==> config.mk <==
export PLATFORM = sky130hd
export DESIGN_NAME = thcattus_frame_packer_flat
export DESIGN_NICKNAME = d
export VERILOG_FILES = /design/src/rtl/thcattus_frame_packer_if.sv /design/src/rtl/thcattus_frame_packer.sv /design/src/flat_wrapper.sv
export SDC_FILE = /design/constraint.sdc
export NUM_CORES = 1
export LEC_CHECK = 0
export CORE_MARGIN = 3
export CORE_UTILIZATION = 36
export DETAILED_ROUTE_END_ITERATION = 8
export HOLD_SLACK_MARGIN = 0.05
export PLACE_DENSITY = 0.53
export SLEW_MARGIN = 20
export SYNTH_ARGS = -nofsm -noshare
export SYNTH_HDL_FRONTEND = slang
export SYNTH_SLANG_ARGS = --single-unit
==> constraint.sdc <==
create_clock -name axis_aclk -period 5.05 [get_ports axis_aclk]
set_input_delay 1.515 -clock axis_aclk [delete_from_list [all_inputs] [get_ports axis_aclk]]
set_output_delay 1.515 -clock axis_aclk [all_outputs]
set_load 0.03 [all_outputs]
==> src/rtl/thcattus_frame_packer_if.sv <==
// Sample-in / AXI-Stream frame-out bundle for the frame packer.
// The master modport is the packer's view; the slave modport is the view of its neighbours.
interface thcattus_frame_packer_if #(
    parameter int FIFO_DEPTH = 4
);
    logic                        sample_valid;
    logic [31:0]                 sample_runup;
    logic [15:0]                 sample_residue;
    logic [7:0]                  sample_flags;
    logic                        m_axis_tvalid;
    logic                        m_axis_tready;
    logic [95:0]                 m_axis_tdata;
    logic [7:0]                  drop_count;
    logic [$clog2(FIFO_DEPTH):0] fifo_level;

    modport master (
        input  sample_valid, sample_runup, sample_residue, sample_flags, m_axis_tready,
        output m_axis_tvalid, m_axis_tdata, drop_count, fifo_level
    );

    modport slave (
        output sample_valid, sample_runup, sample_residue, sample_flags, m_axis_tready,
        input  m_axis_tvalid, m_axis_tdata, drop_count, fifo_level
    );
endinterface

==> src/rtl/thcattus_frame_packer.sv <==
// Packs conversion results into 12-byte checksummed frames; sample at edge N is queued at edge N+1.
// Never stalls the sampler: a result that finds the FIFO full (and no pop that cycle) is dropped and counted.
module thcattus_frame_packer #(
    parameter int         FIFO_DEPTH = 4,
    parameter logic [7:0] SYNC_BYTE  = 8'hA5,
    parameter int         DATA_WIDTH = 12
) (
    input  logic                    axis_aclk,
    input  logic                    axis_arestn,
    thcattus_frame_packer_if.master bus
);
    localparam int PW = $clog2(FIFO_DEPTH);
    localparam int LW = PW + 1;

    if (DATA_WIDTH != 12) begin : g_bad_width
        $error("thcattus_frame_packer: DATA_WIDTH must be 12");
    end
    if (FIFO_DEPTH < 2 || (FIFO_DEPTH & (FIFO_DEPTH - 1)) != 0) begin : g_bad_depth
        $error("thcattus_frame_packer: FIFO_DEPTH must be a power of 2, at least 2");
    end

    logic          r_s1_vld;
    logic [7:0]    r_s1_seq;
    logic [7:0]    r_s1_flags;
    logic [31:0]   r_s1_runup;
    logic [15:0]   r_s1_residue;
    logic [7:0]    r_seq;
    logic [7:0]    r_drop_cnt;
    logic [PW-1:0] r_wr_ptr;
    logic [PW-1:0] r_rd_ptr;
    logic [LW-1:0] r_level;
    logic [95:0]   r_mem [FIFO_DEPTH];

    logic [79:0]   w_body;
    logic [7:0]    w_sum;
    logic [7:0]    w_xor;
    logic [95:0]   w_frame;
    logic          w_vld;
    logic          w_pop;
    logic          w_push;
    logic          w_drop;

    // Byte 9 carries the drop count as it stands when this frame is formed.
    assign w_body = {r_drop_cnt, r_s1_residue, r_s1_runup, r_s1_flags, r_s1_seq, SYNC_BYTE};

    always_comb begin
        w_sum = 8'h00;
        w_xor = 8'h00;
        for (int k = 0; k < 10; k++) begin
            w_sum = w_sum + w_body[8*k +: 8];
            w_xor = w_xor ^ w_body[8*k +: 8];
        end
    end

    assign w_frame = {w_xor ^ w_sum, w_sum, w_body};

    assign w_vld  = (r_level != '0);
    assign w_pop  = w_vld && bus.m_axis_tready;
    // A pop frees the slot this same edge, so a full FIFO can still take the frame.
    assign w_push = r_s1_vld && ((r_level != LW'(FIFO_DEPTH)) || w_pop);
    assign w_drop = r_s1_vld && !w_push;

    always_ff @(posedge axis_aclk or negedge axis_arestn) begin
        if (!axis_arestn) begin
            r_s1_vld     <= 1'b0;
            r_s1_seq     <= 8'h00;
            r_s1_flags   <= 8'h00;
            r_s1_runup   <= 32'h0;
            r_s1_residue <= 16'h0;
            r_seq        <= 8'h00;
        end else begin
            r_s1_vld <= bus.sample_valid;
            if (bus.sample_valid) begin
                r_s1_seq     <= r_seq;
                r_s1_flags   <= bus.sample_flags;
                r_s1_runup   <= bus.sample_runup;
                r_s1_residue <= bus.sample_residue;
                r_seq        <= r_seq + 8'd1;
            end
        end
    end

    always_ff @(posedge axis_aclk or negedge axis_arestn) begin
        if (!axis_arestn) begin
            r_drop_cnt <= 8'h00;
        end else if (w_push) begin
            r_drop_cnt <= 8'h00;
        end else if (w_drop && r_drop_cnt != 8'hFF) begin
            r_drop_cnt <= r_drop_cnt + 8'd1;
        end
    end

    always_ff @(posedge axis_aclk or negedge axis_arestn) begin
        if (!axis_arestn) begin
            r_wr_ptr <= '0;
            r_rd_ptr <= '0;
            r_level  <= '0;
        end else begin
            if (w_push) r_wr_ptr <= r_wr_ptr + PW'(1);
            if (w_pop)  r_rd_ptr <= r_rd_ptr + PW'(1);
            if (w_push && !w_pop)      r_level <= r_level + LW'(1);
            else if (!w_push && w_pop) r_level <= r_level - LW'(1);
        end
    end

    // Storage needs no reset: the level gates everything read out of it.
    always_ff @(posedge axis_aclk) begin
        if (w_push) r_mem[r_wr_ptr] <= w_frame;
    end

    assign bus.m_axis_tvalid = w_vld;
    assign bus.m_axis_tdata  = w_vld ? r_mem[r_rd_ptr] : 96'h0;
    assign bus.drop_count    = r_drop_cnt;
    assign bus.fifo_level    = r_level;
endmodule

==> src/flat_wrapper.sv <==
// flat-port wrapper written by rule: the top's interface ports become plain ports
module thcattus_frame_packer_flat 
#(
    parameter int         FIFO_DEPTH = 4,
    parameter logic [7:0] SYNC_BYTE  = 8'hA5,
    parameter int         DATA_WIDTH = 12
)
  (axis_aclk, axis_arestn, bus_sample_valid, bus_sample_runup, bus_sample_residue, bus_sample_flags, bus_m_axis_tready, bus_m_axis_tvalid, bus_m_axis_tdata, bus_drop_count, bus_fifo_level);
  thcattus_frame_packer_if #(.FIFO_DEPTH(FIFO_DEPTH)) bus_i ();
  input  logic axis_aclk;
  input  logic axis_arestn;
  input wire logic [$bits(bus_i.sample_valid)-1:0] bus_sample_valid;
  input wire logic [$bits(bus_i.sample_runup)-1:0] bus_sample_runup;
  input wire logic [$bits(bus_i.sample_residue)-1:0] bus_sample_residue;
  input wire logic [$bits(bus_i.sample_flags)-1:0] bus_sample_flags;
  input wire logic [$bits(bus_i.m_axis_tready)-1:0] bus_m_axis_tready;
  output wire logic [$bits(bus_i.m_axis_tvalid)-1:0] bus_m_axis_tvalid;
  output wire logic [$bits(bus_i.m_axis_tdata)-1:0] bus_m_axis_tdata;
  output wire logic [$bits(bus_i.drop_count)-1:0] bus_drop_count;
  output wire logic [$bits(bus_i.fifo_level)-1:0] bus_fifo_level;
  assign bus_i.sample_valid = bus_sample_valid;
  assign bus_i.sample_runup = bus_sample_runup;
  assign bus_i.sample_residue = bus_sample_residue;
  assign bus_i.sample_flags = bus_sample_flags;
  assign bus_i.m_axis_tready = bus_m_axis_tready;
  assign bus_m_axis_tvalid = bus_i.m_axis_tvalid;
  assign bus_m_axis_tdata = bus_i.m_axis_tdata;
  assign bus_drop_count = bus_i.drop_count;
  assign bus_fifo_level = bus_i.fifo_level;
  thcattus_frame_packer #(.FIFO_DEPTH(FIFO_DEPTH), .SYNC_BYTE(SYNC_BYTE), .DATA_WIDTH(DATA_WIDTH)) u_core (.axis_aclk(axis_aclk), .axis_arestn(axis_arestn), .bus(bus_i));
endmodule
==> flow_summary.yaml <==
sta:
  grt_setup_unrepaired: "no"
  setup_viol: 0
  skew_ns: 0.0172
  finalMaxSlewViolations: 0
  tightest_slew_ns: 0.961
  finalHoldViolCount: 0
  max_freq_mhz: 212
  tns_ns: 0
  fin_crit_sh: 0.933
  post-route-min-period_ns: 4.71
  slew_headroom: 0.360
yosys:
  synth_top_area_cell: "edfxtp_1"
  ys_types: 36
  synth_area_leaders: "edfxtp_1 (56%), dfrtp_1 (12%), mux4_2 (10%), fa_1 (4.6%), xnor2_1 (3.5%)"
  synth_top_area_frac: 0.555
  syn_area_mm2: 0.0190
  synth_seq_area_share: 0.671
  synth_warnings: 0
  synth_area_per_cell_um2: 18.0
  synth-seq-cells: 440
  synthCells: 1059
clock_network:
  clockBufferDepth: 3
  worstSkewPairLatency_ns: 0.58
  root_buffer: "clkbuf_16"
  clk_pin_slew_ns: 0.06
  cts_hold_buf: 0
  cts.sinks: 440
  numCtsBuffers: 48
  post_cts_buffers: 0
  cts.htree.levels: 2
  postCtsResizedCells: 0
  cts_tree: "yes"
cells_and_area:
  seq_area_mm2: 0.0128
  layout_commonest_cell: "edfxtp_1"
  layout-drive-gt1-share: 0.195
  mostFrequentLayoutCells: "edfxtp_1 (352), clkdlybuf4s50_1 (161), and2_1 (89)"
  fin_nets: 1375
  diodes: 0
  area_delta_synth_final_pct: 21.6
  n_fill_cell: 4485
  multi_input_area_mm2: 0.00571
hold_path:
  hp-class: "register to register"
place:
  place_congestion: 0.785
  hpwlAfterDp_um: 30400
  port_buffers: 163
routing:
  antenna_left: 0
  drt_iter0_markers: 495
  wl_per_cell_um: 23.0
  vias: 9469
  drcViolationCount: 0
  dr.pass1.iters: 5
  wl_um: 45100
  via_per_inst: 4.82
worst_setup_path:
  reg2reg_slack_ns: 0.34
  critPathMaxFanout: 6
  required_ns: 5.35
  worstReg2RegStart: "u_core.r_s1_runup[2]$_DFFE_PN0P_"
  worstPathArrival_ns: 5.01
  critPathLaunch: "u_core.r_s1_runup[2]$_DFFE_PN0P_"
  crit_path_end: "u_core.r_mem[0][79]$_DFFE_PP_"
  r2r.worst_path.cells: 14
  timing.rr.end: "u_core.r_mem[0][79]$_DFFE_PP_"
  cp-start-kind: "register"
  critPathCaptureType: "register"
  timing_worst_setup_path_type: "register to register"
outcome:
  status: "complete, no violations"
run:
  cap_violations: 0
die:
  die_area_mm2: 0.0557
  rows: 83
  core_area_mm2: 0.0518
  start_util: 0.367
  die_y_um: 236
  die_w_um: 236
  pin_count: 168
global_routing:
  antenna_found_initial: 2
  grt_max_degree: 60
  grt_pass1_vias: 10100
  grt_overflow_total: 0
  grt_use_total: 0.164
  grt_pass1_wl_um: 67900
[synth_stat cells]
| library cell | number |
|---|---|
| edfxtp_1 | 352 |
| and2_1 | 89 |
| dfrtp_1 | 88 |
| mux4_2 | 88 |
| xnor2_1 | 77 |
| inv_1 | 76 |
| mux2_2 | 48 |
| fa_1 | 44 |
| clkbuf_1 | 32 |
| ha_1 | 27 |
| nand2_1 | 26 |
| o21ai_0 | 25 |
| buf_4 | 16 |
| buf_2 | 11 |
| a21oi_1 | 10 |
| xor2_1 | 10 |
| and3_1 | 6 |
| nand3_1 | 6 |
| nand4_1 | 4 |
| xnor3_1 | 4 |
| nor2_1 | 2 |
| o211ai_1 | 2 |
| o31ai_1 | 2 |
| or3_1 | 2 |
| a211oi_1 | 1 |
| a21o_1 | 1 |
| a31oi_1 | 1 |
| a41oi_1 | 1 |
| and4_1 | 1 |
| conb_1 | 1 |
| nor3_1 | 1 |
| nor4b_1 | 1 |
| o21bai_1 | 1 |
| o311ai_4 | 1 |
| or3_2 | 1 |
| or4b_4 | 1 |
[cell type report]
type,count,area share
multi-input combinational,487,0.247
inverter,76,0.0123
sequential,440,0.552
tap,680,0.0368
clock buffer,71,0.0618
clock inverter,19,0.00671
timing repair buffer,191,0.0832
[worst min path at each step]
stage	end	from	depth (start not counted)
final	u_core.r_seq[7]$_DFFE_PN0P_	u_core.r_seq[7]$_DFFE_PN0P_	1
after global routing	u_core.r_seq[7]$_DFFE_PN0P_	u_core.r_seq[7]$_DFFE_PN0P_	1
after detailed placement	u_core.r_seq[7]$_DFFE_PN0P_	u_core.r_seq[7]$_DFFE_PN0P_	1
after CTS	u_core.r_seq[7]$_DFFE_PN0P_	u_core.r_seq[7]$_DFFE_PN0P_	1
after global placement	u_core.r_seq[7]$_DFFE_PN0P_	u_core.r_seq[7]$_DFFE_PN0P_	1
after floorplan	u_core.r_seq[7]$_DFFE_PN0P_	u_core.r_seq[7]$_DFFE_PN0P_	1
[kinds of logic (layout without fill, tap and decap cells)]
family	after synthesis	in the layout	synth area share
buf+inv	135	357	0.0305
other cells	1	4	0.000197
simple gates	140	140	0.0426
xor+xnor	91	91	0.0448
fa+ha+maj	71	71	0.0640
compound gates	45	45	0.0141
mux	136	136	0.133
flops	440	440	0.671
[flip-flops by register name, indices dropped and copies added, names as in the netlist]
name,flops
u_core.r_seq,8
u_core.r_s1_seq,8
u_core.r_s1_flags,8
u_core.r_s1_vld,1
u_core.r_wr_ptr,2
u_core.r_s1_residue,16
u_core.bus.drop_count,8
u_core.bus.fifo_level,3
u_core.r_mem,352
u_core.r_s1_runup,32
u_core.r_rd_ptr,2
[critical path, cell delays in order (launching register included)]
cell and delay (ns):
dfrtp_1 0.44, inv_1 0.10, fa_1 0.53, inv_1 0.07
fa_1 0.50, fa_1 0.51, inv_1 0.06, fa_1 0.45
fa_1 0.38, inv_1 0.07, ha_1 0.27, a211oi_1 0.25
o21bai_1 0.10, a21oi_1 0.23, xnor3_1 0.49
[metal layers]
layer	routed length, µm	GRT usage	vias up
li1	-	-	4261
met1	20700	0.233	4944
met2	21800	0.265	200
met3	1520	0.0237	64
met4	1120	0.0487	0
met5	0	0	-
[per-stage QoR]
| stage | hold WS, ns | cell area [µm²] | utilization | worst slack [ns] | instances |
|---|---|---|---|---|---|
| 6_report | 0.470 | 23100 | 0.446 | 0.340 | 1964 |
| 5_1_grt | 0.502 | 23100 | 0.446 | 0.143 | 1964 |
| 4_1_cts | 0.470 | 23100 | 0.446 | 0.341 | 1964 |
| 3_5_place_dp | 0.458 | 21500 | 0.416 | 0.368 | 1874 |
| 3_3_place_gp | 0.458 | 21500 | 0.416 | 0.365 | 1874 |
| 2_1_floorplan | 0.440 | 19000 | - | 0.622 | 1062 |
Power is not shown: default switching activity piles up to over one toggle a cycle in this logic, so the estimate is an artifact.
